## config.mk

```make
export PLATFORM = sky130hd
export DESIGN_NAME = spin_sequencer
export DESIGN_NICKNAME = d
export VERILOG_FILES = /design/src/rtl/slot_pkg.sv /design/src/rtl/spin_sequencer_vsync_edge_detect.sv /design/src/rtl/spin_sequencer.sv
export SDC_FILE = /design/constraint.sdc
export NUM_CORES = 1
export LEC_CHECK = 0
export ABC_AREA = 0
export CORE_UTILIZATION = 48
export DETAILED_ROUTE_END_ITERATION = 10
export PLACE_DENSITY_LB_ADDON = 0.15
export SYNTH_ARGS = -nofsm -noshare
export SYNTH_HDL_FRONTEND = slang
export SYNTH_SLANG_ARGS = --single-unit
```

## constraint.sdc

```tcl
create_clock -name clk -period 4.11 [get_ports clk]
set_input_delay 0.822 -clock clk [delete_from_list [all_inputs] [get_ports clk]]
set_output_delay 0.822 -clock clk [all_outputs]
set_load 0.02 [all_outputs]
```

## src/rtl/slot_pkg.sv

```systemverilog
// Shared types and state encodings for the slot game sequencer.
// Sprite indices and credit amounts are sized here so the renderer and sequencer agree.
package slot_pkg;

   typedef enum logic [2:0] {
      ST_IDLE      = 3'd0,
      ST_ARM       = 3'd1,
      ST_SPIN      = 3'd2,
      ST_WAIT_DONE = 3'd3,
      ST_SHOW_WIN  = 3'd4,
      ST_ROLL      = 3'd5,
      ST_FINISH    = 3'd6
   } seq_state_t;

   typedef logic [2:0]  sprite_idx_t;
   typedef logic [11:0] credit_t;

   localparam logic [2:0] LED_IDLE      = 3'd0;
   localparam logic [2:0] LED_ARM       = 3'd1;
   localparam logic [2:0] LED_SPIN      = 3'd2;
   localparam logic [2:0] LED_WAIT_DONE = 3'd3;
   localparam logic [2:0] LED_SHOW_WIN  = 3'd4;
   localparam logic [2:0] LED_ROLL      = 3'd5;
   localparam logic [2:0] LED_FINISH    = 3'd6;

   localparam int FRAME_CNT_W = 16;

   function automatic logic [2:0] state_led_code(input seq_state_t s);
      case (s)
         ST_IDLE:      return LED_IDLE;
         ST_ARM:       return LED_ARM;
         ST_SPIN:      return LED_SPIN;
         ST_WAIT_DONE: return LED_WAIT_DONE;
         ST_SHOW_WIN:  return LED_SHOW_WIN;
         ST_ROLL:      return LED_ROLL;
         ST_FINISH:    return LED_FINISH;
         default:      return LED_IDLE;
      endcase
   endfunction

endpackage

```

## src/rtl/spin_sequencer_vsync_edge_detect.sv

```systemverilog
// Registers the active-low vsync and emits a one-cycle frame tick on its falling edge.
// The tick is itself registered, so it appears two clocks after vsync falls at the pin.
module vsync_edge_detect (
   input  logic clk,
   input  logic reset_n,
   input  logic vsync,
   output logic frame_tick
);

   logic vsync_r;
   logic vsync_d_r;
   logic tick_r;

   // vsync sampling pipeline and registered falling-edge detect; idle level of vsync is high
   always_ff @(posedge clk or negedge reset_n) begin
      if (!reset_n) begin
         vsync_r   <= 1'b1;
         vsync_d_r <= 1'b1;
         tick_r    <= 1'b0;
      end else begin
         vsync_r   <= vsync;
         vsync_d_r <= vsync_r;
         tick_r    <= vsync_d_r & ~vsync_r;
      end
   end

   assign frame_tick = tick_r;

endmodule

```

## src/rtl/spin_sequencer.sv

```systemverilog
// Game-level sequencer: accepts spin/credit commands, fires a frame-aligned reel start,
// supervises reel completion with a frame timeout, then rolls the credit display to target.
module spin_sequencer
   import slot_pkg::*;
#(
   parameter int NUM_SPRITES     = 6,
   parameter int TIMEOUT_FRAMES  = 600,
   parameter int WIN_HOLD_FRAMES = 60,
   parameter int CREDIT_STEP     = 4
) (
   input  logic        clk,
   input  logic        reset_n,
   input  logic        vsync,
   input  logic        cmd_valid,
   output logic        cmd_ready,
   input  logic        cmd_spin,
   input  logic [3:0]  cmd_reel1,
   input  logic [3:0]  cmd_reel2,
   input  logic [3:0]  cmd_reel3,
   input  logic [11:0] cmd_win_credits,
   input  logic        cmd_is_win,
   input  logic [11:0] cmd_total_credits,
   input  logic        cmd_is_total,
   output logic [2:0]  final1_sprite,
   output logic [2:0]  final2_sprite,
   output logic [2:0]  final3_sprite,
   output logic        start_spin,
   input  logic        reel_done,
   output logic [11:0] win_credits_disp,
   output logic        win_show,
   output logic [11:0] credits_disp,
   output logic        result_valid,
   output logic        cmd_reject,
   output logic        fault,
   output logic [2:0]  state_led
);

   seq_state_t             state_r, next_s;
   logic                   frame_tick_s;
   logic [FRAME_CNT_W-1:0] frame_cnt_r;
   logic                   accept_s, reject_s, bad_idx_s, timeout_s;
   seq_state_t             post_s;
   credit_t                target_r, credits_disp_r, win_credits_r;
   credit_t                diff_s, step_s, roll_next_s;
   logic                   is_win_r, is_total_r;
   sprite_idx_t            sprite1_r, sprite2_r, sprite3_r;
   logic                   cmd_ready_r, start_spin_r, win_show_r, result_valid_r;
   logic                   cmd_reject_r, fault_r;
   logic [2:0]             state_led_r;

   vsync_edge_detect u_vsync_edge (
      .clk        (clk),
      .reset_n    (reset_n),
      .vsync      (vsync),
      .frame_tick (frame_tick_s)
   );

   // state register
   always_ff @(posedge clk or negedge reset_n) begin
      if (!reset_n) state_r <= ST_IDLE;
      else          state_r <= next_s;
   end

   // next-state decode, command accept/reject and timeout detection
   always_comb begin
      next_s    = state_r;
      accept_s  = 1'b0;
      timeout_s = 1'b0;
      bad_idx_s = cmd_spin & ((cmd_reel1 >= 4'(NUM_SPRITES)) |
                              (cmd_reel2 >= 4'(NUM_SPRITES)) |
                              (cmd_reel3 >= 4'(NUM_SPRITES)));
      reject_s  = cmd_valid & ((state_r != ST_IDLE) | bad_idx_s);
      post_s    = is_total_r ? ST_ROLL : ST_FINISH;
      case (state_r)
         ST_IDLE: begin
            if (cmd_valid && !bad_idx_s) begin
               accept_s = 1'b1;
               if (cmd_spin)          next_s = ST_ARM;
               else if (cmd_is_total) next_s = ST_ROLL;
               else                   next_s = ST_FINISH;
            end else begin
               next_s = ST_IDLE;
            end
         end
         ST_ARM: begin
            if (frame_tick_s) next_s = ST_SPIN;
            else              next_s = ST_ARM;
         end
         ST_SPIN: next_s = ST_WAIT_DONE;
         ST_WAIT_DONE: begin
            // reel_done takes priority over a timeout landing on the same cycle
            if (reel_done) begin
               next_s = is_win_r ? ST_SHOW_WIN : post_s;
            end else if (frame_tick_s &&
                         frame_cnt_r == FRAME_CNT_W'(TIMEOUT_FRAMES - 1)) begin
               timeout_s = 1'b1;
               next_s    = ST_FINISH;
            end else begin
               next_s = ST_WAIT_DONE;
            end
         end
         ST_SHOW_WIN: begin
            if (frame_tick_s && frame_cnt_r == FRAME_CNT_W'(WIN_HOLD_FRAMES - 1)) next_s = post_s;
            else next_s = ST_SHOW_WIN;
         end
         ST_ROLL: begin
            if (credits_disp_r == target_r) next_s = ST_FINISH;
            else                            next_s = ST_ROLL;
         end
         ST_FINISH: next_s = ST_IDLE;
         default:   next_s = ST_IDLE;
      endcase
   end

   // roll-up step: climb by at most CREDIT_STEP, drop to a lower target at once
   always_comb begin
      diff_s = target_r - credits_disp_r;
      if (diff_s > credit_t'(CREDIT_STEP)) step_s = credit_t'(CREDIT_STEP);
      else                                 step_s = diff_s;
      if (credits_disp_r < target_r) roll_next_s = credits_disp_r + step_s;
      else                           roll_next_s = target_r;
   end

   // frame counter, restarted on every state change
   always_ff @(posedge clk or negedge reset_n) begin
      if (!reset_n)               frame_cnt_r <= '0;
      else if (next_s != state_r) frame_cnt_r <= '0;
      else if (frame_tick_s)      frame_cnt_r <= frame_cnt_r + FRAME_CNT_W'(1);
   end

   // command latches, credit display and registered outputs
   always_ff @(posedge clk or negedge reset_n) begin
      if (!reset_n) begin
         target_r       <= '0;
         is_win_r       <= 1'b0;
         is_total_r     <= 1'b0;
         win_credits_r  <= '0;
         credits_disp_r <= '0;
         sprite1_r      <= '0;
         sprite2_r      <= '0;
         sprite3_r      <= '0;
         cmd_ready_r    <= 1'b1;
         start_spin_r   <= 1'b0;
         win_show_r     <= 1'b0;
         result_valid_r <= 1'b0;
         cmd_reject_r   <= 1'b0;
         fault_r        <= 1'b0;
         state_led_r    <= LED_IDLE;
      end else begin
         if (accept_s) begin
            target_r      <= cmd_total_credits;
            is_win_r      <= cmd_is_win;
            is_total_r    <= cmd_is_total;
            win_credits_r <= cmd_win_credits;
            // sprites persist across credit-only updates
            if (cmd_spin) begin
               sprite1_r <= cmd_reel1[2:0];
               sprite2_r <= cmd_reel2[2:0];
               sprite3_r <= cmd_reel3[2:0];
            end
         end
         if (state_r == ST_ROLL && frame_tick_s) credits_disp_r <= roll_next_s;
         if (accept_s)       fault_r <= 1'b0;
         else if (timeout_s) fault_r <= 1'b1;
         cmd_ready_r    <= (next_s == ST_IDLE);
         start_spin_r   <= (state_r == ST_SPIN);
         win_show_r     <= (next_s == ST_SHOW_WIN);
         result_valid_r <= (next_s == ST_FINISH);
         cmd_reject_r   <= reject_s;
         state_led_r    <= state_led_code(next_s);
      end
   end

   assign cmd_ready        = cmd_ready_r;
   assign final1_sprite    = sprite1_r;
   assign final2_sprite    = sprite2_r;
   assign final3_sprite    = sprite3_r;
   assign start_spin       = start_spin_r;
   assign win_credits_disp = win_credits_r;
   assign win_show         = win_show_r;
   assign credits_disp     = credits_disp_r;
   assign result_valid     = result_valid_r;
   assign cmd_reject       = cmd_reject_r;
   assign fault            = fault_r;
   assign state_led        = state_led_r;

endmodule

```

==> impl_summary.txt, run 1 <==
----------------------------------------------------
[CTS]
  Max Buffers Root-to-Sink ... 2
  Clock Root Buffer ... clkbuf_8
  CTS Buf Count ... 9
  CTS Hold Buffers Added ... 0
  TritonCTS clock tree ... done
  Clk_lat worst skew ... between 300 and 400 ps
  Worst-path clk slew ... 90 ps
  Maximum level of the CTS H-tree ... 3
  CTS sink count ... 78

[Floorplanning]
  Die Area ... 10100 sq um
  # rows ... 35
  Initial Utilization ... 49.8%
  Die X ... 100 um
  Core outline area ... 9330 sq um
  Top Ports ... 86
  Die outline height ... 100 um

[Global route]
  Grt ovf ... 0
  Number of global-route vias before repair ... ~4000
  Global routing usage summed across all routing layers ... 23.8%
  Initial antenna violation count ... 0
  Global-route wire length before repair ... 18.7 mm
  Maximum number of pins on one net before global-route repair ... 79

[Placed design]
  Placed cells ... 728
  Cell area after placement ... 5960 sq um
  Routability congestion estimate from global placement ... 0.901
  Number of buffer cells added on primary ports ... 85
  Final HPWL from detailed placement ... 8.60 mm

[Drt]
  Final wirelength ... 11.6 mm
  Vias per inst ... 5.44
  Post-DR wirelength/cell ... between 15 and 20 um
  Number of antenna-violating nets in the routed design ... 0
  DRT Pass-1 Iters ... 4
  DRC errors left ... 0
  Vias ... 4072
  1st-iter DRT viols ... ~130

[Critical path]
  Worst setup SP type ... flop
  Critical path's top delay family ... compound AO/OA/AOI/OAI gates
  Cell with the largest stage delay on the worst path ... fa_2
  Cells along the critical path ... inv_2, ha_4, fa_2, nor2b_4, o311a_1, or3_1, a32oi_1, nand4b_1, nor2_2, nand2_1, or2_4, fa_2, nor2b_4, o21ai_2, a21boi_2, o21ai_2, a21oi_2, o21ai_2, mux2i_1, o21ai_1, a22oi_1
  Crit path max fanout ... 4
  Kind of end point of the critical path ... flop
  Arrival time of the worst setup path ... 4350 ps
  Type of the setup path with the least slack ... flop to flop
  Worst path most repeated cell ... o21ai_2
  Critical Path Max Stage Delay ... ~420 ps
  Critical path data required time ... 4380 ps
  Count of buffering cells on the critical path with inverters included ... 1

[Synth]
  Cell Area, Synth ... 4650 sq um
  Flip-flop and latch count after synthesis ... 78
  Yosys warns ... 0
  Mean cell area of the mapped netlist ... approximately 9.7 sq um
  Synth Flop Type ... dfrtp_1
  Fraction of the yosys area taken by sequential cells ... a little over two fifths
  Share of flip-flops with an asynchronous set or reset after synthesis ... 100%
  Synth Instances ... 480
  Number of enable flip-flop cells after synthesis ... 0
  Number of unique standard cell types used by synthesis ... 69

[STA]
  Pin slew with the least headroom to its limit ... between 900 and 1000 ps
  Slew HR ... 34.5%
  Worst-case clock skew ... 6.91 ps
  Final-report hold violation count ... 0
  FMAX ... 0.245 GHz
  Time the worst path needs with I/O delays and setup ... between 4000 and 5000 ps
  Post-Route Setup TNS ... 0 ps
  Setup repair after global routing missed its margin ... true
  Max-slew violation count ... 0
  Final period util ... around 99%
  Final setup violation count ... 0
  Worst hold slack after final layout ... 370 ps

[Power]
  Worst voltage drop across the vdd grid ... 0.441 mV
  Leakage power ... 2.76 nW
  Power Dens Cells ... 850 nW/um^2

[Layout]
  Non-filler instance count after layout ... approximately 750
  Layout area overhead ... 36.8%
  NumNets Final ... 684
  Fraction of final layout cells with drive strength greater than 1 ... a little under a quarter
  Final Cell Area ... 6350 sq um
  Final Util ... 68.1%
  Diode insertion count for antenna repair ... 0

[Run]
  Max-cap violations ... 0

[Worst hold path]
  Tightest Hold Check Type ... flop to flop

[Status]
  Run status ... finished, final reports clean

----------------------------------------------------
## layer usage
metal	GRT usage [%]	vias up	share of wire (%)
li1	-	1978	-
met1	30.0	1968	44
met2	39.6	104	50
met3	5.57	22	4.3
met4	9.14	0	2.1
met5	0	-	0
## what timing repair did
item | CTS | global route
pin swaps | 3 | 11
setup endpoints to repair | 5 | 6
buffers inserted | 3 | 2
resized for setup | 7 | 25
## logic make-up (layout without fill, tap and decap cells)
kind of cell,count (synthesis),after routing,synth area share [%]
other,1,8,0.0807
xor gates and xnor gates,20,20,3.77
muxes,42,42,9.94
DFF,78,78,42.1
adders and majority gates,25,25,7.06
buffers and inverters,46,179,3.99
and+or+nand+nor,168,168,18.6
AOI/OAI and AO/OA,100,100,14.5
## sequential cells by signal (all words and copies together) (netlist names), named ones only
name,cells
final2_sprite,3
final3_sprite,3
state_r,3
target_r,12
u_vsync_edge.frame_tick,1
u_vsync_edge.vsync_d_r,1
win_show,1
credits_disp,11
result_valid,1
frame_cnt_r,16
state_led,3
u_vsync_edge.vsync_r,1
is_total_r,1
cmd_reject,1
is_win_r,1
cmd_ready,1
start_spin,1
final1_sprite,3
fault,1
win_credits_disp,12
## power by group
part / internal (W) / switching (W) / leakage (nW)
combinational: 0.00168 / 0.00181 / 1.68
clock: 0.000348 / 0.000300 / 0.107
sequential: 0.00105 / 0.000216 / 0.967
## synth_stat cells, drive strengths merged, types with 9 or more instances
cell	instances	area [sq um]
mux2	33	372
ha	23	288
o21ai	28	148
inv	29	109
nor2	48	180
xnor2	10	87.6
xor2	10	87.6
nand3	14	70.1
nand2	38	143
mux2i	9	90.1
dfrtp	75	1880
nor3	13	65.1
nor2b	11	76.3
a21oi	22	114
clkbuf	10	37.5
## metrics by stage
stage               power (W)  setup WS, ps
floorplan             0.00327          15.2
CTS                   0.00522         -8.14
finish                0.00540          36.1
global route          0.00577          -158
detailed placement    0.00451          -183
global placement      0.00447         0.562
## placed cells by master (no fill, tap or decap), drive strengths merged, types with 8 or more instances in the layout
master,Yosys,layout
inv,29,31
nor3,13,13
xnor2,10,10
buf,7,50
clkdlybuf4s50,0,84
nand2,38,38
mux2,33,33
o21ai,28,28
mux2i,9,9
conb,1,8
nor2,48,48
nand3,14,14
xor2,10,10
clkbuf,10,10
a21oi,22,22
ha,23,23
dfrtp,75,75
nor2b,11,11
## final cells by class
type                            count  area, sq um
Clock buffer                       10          128
Clock inverter                      6         93.8
Fill cell                         747         2970
Inverter                           29          109
Multi-Input combinational cell    363         2690
Sequential cell                    78         1960
Tap cell                          129          161
Timing Repair Buffer              134         1220
## final timing paths
kind,slack [ps],cells after the start,to,start
worst max-delay path,40,21,credits_disp[10],target_r[0]
worst min-delay path,370,0,u_vsync_edge.vsync_d_r,u_vsync_edge.vsync_r
worst max register to register,40,21,credits_disp[10],target_r[0]
worst min register to register,370,0,u_vsync_edge.vsync_d_r,u_vsync_edge.vsync_r
max in group asynchronous,2820,1,credits_disp[2],reset_n
min in group asynchronous,620,1,frame_cnt_r[11],reset_n
Power figures use the tool's default switching activity.
==> inputs of run 2 (changes only) <==
--- a/config.mk
+++ b/config.mk
@@ -9,6 +9,7 @@
 export CORE_UTILIZATION = 48
 export DETAILED_ROUTE_END_ITERATION = 10
 export PLACE_DENSITY_LB_ADDON = 0.15
+export SKIP_LAST_GASP = 1
 export SYNTH_ARGS = -nofsm -noshare
 export SYNTH_HDL_FRONTEND = slang
 export SYNTH_SLANG_ARGS = --single-unit
==> impl_summary.txt, run 2 (synthesized netlist as in run 1, its figures left out) <==
----------------------------------------------------
[Status]
  Run status ... finished, final reports clean

[Floorplanning]
  Die X ... 100 um
  Core outline area ... 9330 sq um
  Top Ports ... 86
  Die outline height ... between 100 and 150 um
  # rows ... 35
  Die Area ... between 10000 and 15000 sq um
  Initial Utilization ... 49.8%

[STA]
  Final-report hold violation count ... 0
  Final setup violation count ... 0
  Pin slew with the least headroom to its limit ... 966 ps
  Max-slew violation count ... 0
  Final period util ... 99.0%
  Slew HR ... 35.6%
  Time the worst path needs with I/O delays and setup ... 4070 ps
  Setup repair after global routing missed its margin ... true
  Worst-case clock skew ... a little over 7 ps
  Post-Route Setup TNS ... 0 ps
  FMAX ... 0.246 GHz

[Critical path]
  Type of the setup path with the least slack ... flop to flop
  Critical path data required time ... 4380 ps
  Cell with the largest stage delay on the worst path ... fa_2
  Kind of end point of the critical path ... flop
  Critical path's top delay family ... compound AO/OA/AOI/OAI gates
  Critical Path Max Stage Delay ... 420 ps
  Crit path max fanout ... 4
  Worst Reg-to-Reg Cells ... 21
  Count of buffering cells on the critical path with inverters included ... 1
  Cells along the critical path ... inv_2, ha_4, fa_2, nor2b_4, o311a_1, or3_1, a32oi_1, nand4b_1, nor2_2, nand2_1, or2_4, fa_2, nor2b_4, o21ai_2, a21boi_2, o21ai_2, a21oi_2, o21ai_2, mux2i_1, o21ai_1, a22oi_1
  Worst path most repeated cell ... o21ai_2
  Arrival time of the worst setup path ... between 4000 and 5000 ps
  Path length in cells of the critical path ... 21
  Worst setup SP type ... flop

[Layout]
  Final Cell Area ... about 6300 sq um
  Leading cell types in the layout, fill and taps excluded ... clkdlybuf4s50_1 (84), dfrtp_1 (72), buf_4 (50), nor2_1 (46), nand2_1 (38)
  Most common cell after layout, fill and taps aside ... clkdlybuf4s50_1
  Register ranked first by flip-flop count ... frame_cnt_r
  Layout area overhead ... 36.5%
  Diode insertion count for antenna repair ... 0
  NumNets Final ... 684
  Fraction of final layout cells with drive strength greater than 1 ... approximately 23%
  Max FFs per register ... 16

[CTS]
  Maximum level of the CTS H-tree ... 3
  Clock Root Buffer ... clkbuf_8
  Worst-path clk slew ... 90 ps
  Max Buffers Root-to-Sink ... 2
  CTS Buf Count ... 9
  TritonCTS clock tree ... done
  Clk_lat worst skew ... approximately 350 ps
  CTS sink count ... 78

[Drt]
  1st-iter DRT viols ... 162
  Final wirelength ... approximately 12 mm
  Number of antenna-violating nets in the routed design ... 0
  DRC errors left ... 0
  Vias per inst ... 5.41
  Post-DR wirelength/cell ... 15.4 um
  Vias ... 4049
  DRT Pass-1 Iters ... 4

[Global route]
  Maximum number of pins on one net before global-route repair ... 79
  Initial antenna violation count ... 0
  Number of global-route vias before repair ... 4010
  Global-route wire length before repair ... approximately 19 mm
  Global routing usage summed across all routing layers ... 23.8%
  Grt ovf ... 0

[Power]
  Power Dens Cells ... 845 nW/um^2
  Cell internal power dissipation ... a little over 0.003 W
  Clock network power share ... 12.0%
  Switching Fraction ... a little over two fifths
  Share of total power in combinational logic ... 64.3%
  Worst voltage drop across the vdd grid ... 0.441 mV
  Proportion of power drawn by flip-flops and latches ... between 20% and 30%
  Switching Power ... 0.00230 W
  Leakage power ... approximately 2.8 nW

[Placed design]
  Cell area after placement ... 5960 sq um
  Number of buffer cells added on primary ports ... 85
  Routability congestion estimate from global placement ... about 0.9
  Final HPWL from detailed placement ... 8.60 mm

[Run]
  Max-cap violations ... 0

[Worst hold path]
  Hold-critical path depth ... 0
  Tightest Hold Check Type ... flop to flop

----------------------------------------------------
[run 2: power by group through the flow]
| stage | registers, W | logic [W] | clock network (W) |
|---|---|---|---|
| final | 0.00127 | 0.00345 | 0.000645 |
| after global routing | 0.00130 | 0.00374 | 0.000693 |
| after CTS | 0.00126 | 0.00330 | 0.000663 |
| after detailed placement | 0.00127 | 0.00324 | 0 |
| after global placement | 0.00126 | 0.00321 | 0 |
| after floorplan | 0.00146 | 0.00181 | 0 |
[run 2: worst register-to-register path, delay by kind of cell, from the launching register on]
family | cells | cell delay (ps)
AND/OR/NAND/NOR | 7 | 1140
buffers and inverters | 1 | 80
adder cells (fa/ha/maj) | 3 | 810
flip-flops | 1 | 400
AO/OA/AOI/OAI | 9 | 1400
multiplexers | 1 | 150
[run 2: layout make-up]
type | instances | area (sq um)
Clock buffer | 10 | 128
Clock inverter | 6 | 93.8
Fill cell | 749 | 2980
Inverter | 29 | 109
Multi-Input combinational cell | 363 | 2680
Sequential cell | 78 | 1960
Tap cell | 129 | 161
Timing Repair Buffer | 134 | 1220
[run 2: timing repair]
action                     CTS  global route
hold buffers                 0             0
gates cloned                 0             0
buffers inserted             3             2
pin swaps                    3            10
resized for setup            7            24
setup endpoints to repair    5             6
[run 2: path summary, 6_finish.rpt]
| check | startpoint | to | slack [ps] |
|---|---|---|---|
| min reg2reg | u_vsync_edge.vsync_r | u_vsync_edge.vsync_d_r | 370 |
| max reg2reg | target_r[0] | credits_disp[10] | 40 |
| max in group asynchronous | reset_n | credits_disp[2] | 2830 |
| min | u_vsync_edge.vsync_r | u_vsync_edge.vsync_d_r | 370 |
| max | target_r[0] | credits_disp[10] | 40 |
| min in group asynchronous | reset_n | frame_cnt_r[11] | 620 |
[run 2: stage by stage]
stage                     utilization (%)  hold WS, ps  worst slack [ps]  power, W  cells
after floorplan                         -          354              15.2   0.00327    487
after global placement               63.9          358             0.562   0.00447    728
final                                68.0          370              42.7   0.00536    749
after CTS                            66.7          372             -8.14   0.00522    747
after detailed placement             63.9          358              -183   0.00451    728
after global routing                 68.0          375              -158   0.00573    749
[run 2: layer usage]
layer	global-route usage [%]	vias up	share of wire, %
met5	0	-	0
met1	30.0	1956	44
met3	5.57	18	4.5
met2	39.6	99	50
li1	-	1976	-
met4	9.14	0	1.9
==> edit, RTL diff (settings of run 1) <==
Compare `frame_cnt_r` against `FRAME_CNT_W'(WIN_HOLD_FRAMES - 1)` with >= in place of ==.
--- a/src/rtl/spin_sequencer.sv
+++ b/src/rtl/spin_sequencer.sv
@@ -100,7 +100,7 @@
             end
          end
          ST_SHOW_WIN: begin
-            if (frame_tick_s && frame_cnt_r == FRAME_CNT_W'(WIN_HOLD_FRAMES - 1)) next_s = post_s;
+            if (frame_tick_s && frame_cnt_r >= FRAME_CNT_W'(WIN_HOLD_FRAMES - 1)) next_s = post_s;
             else next_s = ST_SHOW_WIN;
          end
          ST_ROLL: begin
Function: same outputs for any inputs over 4 cycles, from zero or initial values and one cycle with reset_n low; that may be too few to reach the edited logic, so the function may still have changed.
==> edit against run 1 <==
  * The flow now finishes with violations (negative setup slack)
  * Setup slack got worse by 0.18 ns
  * Routed wire length rose by 6.8%
  * Sequential cell count did not move
  * Clock power rose by 11%
  * Power rose by 7.9%
  * Worst hold slack improved by 0.0077 ns
  * Cell area rose by 1.8%
  * Synthesized area fell by 2.1%
  * Largest power group unchanged
==> edit: results (changes against run 1) <==
Pwr/cell area -> 901 nW/um2 (+6.0%)
Leakage -> 2.82 nW (+2.2%)
All-Layer GR Usage -> 26.3% (+2.5 points)
Drt first-iter violations -> 151 (+21%)
Final setup viols -> 5 (+5)
Status -> finished, violations left
CP max stage delay -> 0.50 ns (+0.08 ns)
Vias in the first global route -> 4,250 (+6.0%)
Placed Instances -> 705 (-3.2%)
Vias -> 4,051 (-0.52%)
Library cells used by synthesis -> 62 (-10%)
VDD IR max -> 0.443 mV (+0.35%)
M1 GR Usage -> 30.9% (+0.96 points)
Met3 wire len -> 603 um (+21%)
Final Skew -> 0.0136 ns (+0.00664 ns)
Synth top area cells -> dfrtp_1 41%, mux2_2 8.2%, ha_1 6.3%
Crit path max fanout -> 3 (-1)
Int Pwr -> 3.33 mW (+8.1%)
Commonest cells post-synth -> 75 x dfrtp_1, 48 x nor2_1, 35 x nand2_1
Setup ws final -> -0.145 ns (-0.181 ns)
Combinational share of power -> 65.6% (+1.0 points)
Detailed-router iteration count before antenna repair -> 5 (+1)
Met2 global-route usage -> 45.2% (+5.6 points)
Wirelength per Cell -> 17.0 um (+9.9%)
M3 GR Usage -> 6.54% (+0.96 points)
Mux share of post-synthesis cell area -> 9.27% (-0.67 points)
Hpwl dp -> 8770 um (+2.0%)
First-pass GRT wire length -> 20,200 um (+7.7%)
Crit path DAT -> 4.51 ns (+0.16 ns)
CP max-delay cell -> or4_4
Failing checks -> negative setup slack
Share of layout cells above drive strength 1 -> 28.0% (+5.3 points)
Syn_area_per_cell -> 9.78 um2 (+1.1%)
Max_slew headroom -> 35.2% (+0.72 points)
DR WL met2 -> 6320 um (+10%)
[edit: area by class of cell]
| class | instances | area, um2 |
|---|---|---|
| sequential | 78 | 1970 |
| tap | 111 | 139 |
| timing repair buffer | 143 | 1290 |
| multi-input combinational | 359 | 2750 |
| clock buffer | 11 | 141 |
| clock inverter | 5 | 106 |
| inverter | 21 | 78.8 |
| fill | 720 | 2730 |
[edit: final timing paths]
path / start / endpoint / slack, ns / cells past startpoint
min reg2reg: u_vsync_edge.vsync_r / u_vsync_edge.vsync_d_r / 0.38 / 0
max reg2reg: credits_disp[1] / credits_disp[10] / -0.15 / 22
min in group asynchronous: reset_n / credits_disp[9] / 0.59 / 1
max in group asynchronous: reset_n / asynchronous set/reset pin / 2.80 / 1
max: credits_disp[1] / credits_disp[10] / -0.15 / 22
min: u_vsync_edge.vsync_r / u_vsync_edge.vsync_d_r / 0.38 / 0
[edit: stage by stage]
stage	cell area, um2	TNS [ns]	utilization, %	hold WS [ns]
2_1_floorplan	4690	0	-	0.354
3_3_place_gp	5990	-0.315	65.1	0.359
3_5_place_dp	5990	-0.944	65.1	0.368
4_1_cts	6400	-0.159	69.6	0.380
5_1_grt	6470	-1.88	70.4	0.382
6_report	6470	-0.423	70.4	0.378
[edit: timing repair]
action / 4_1_cts / 5_1_grt
gates resized for setup: 26 / 10
buffers inserted: 4 / 3
pin swaps: 9 / 9
endpoints found under the setup margin: 7 / 9
[edit: cell families after synthesis]
family	Yosys count
AND/OR/NAND/NOR	165
AO/OA/AOI/OAI	98
flip-flops	78
multiplexers	38
buffers and inverters	35
adder cells (fa/ha/maj)	25
XOR/XNOR	25
other	1
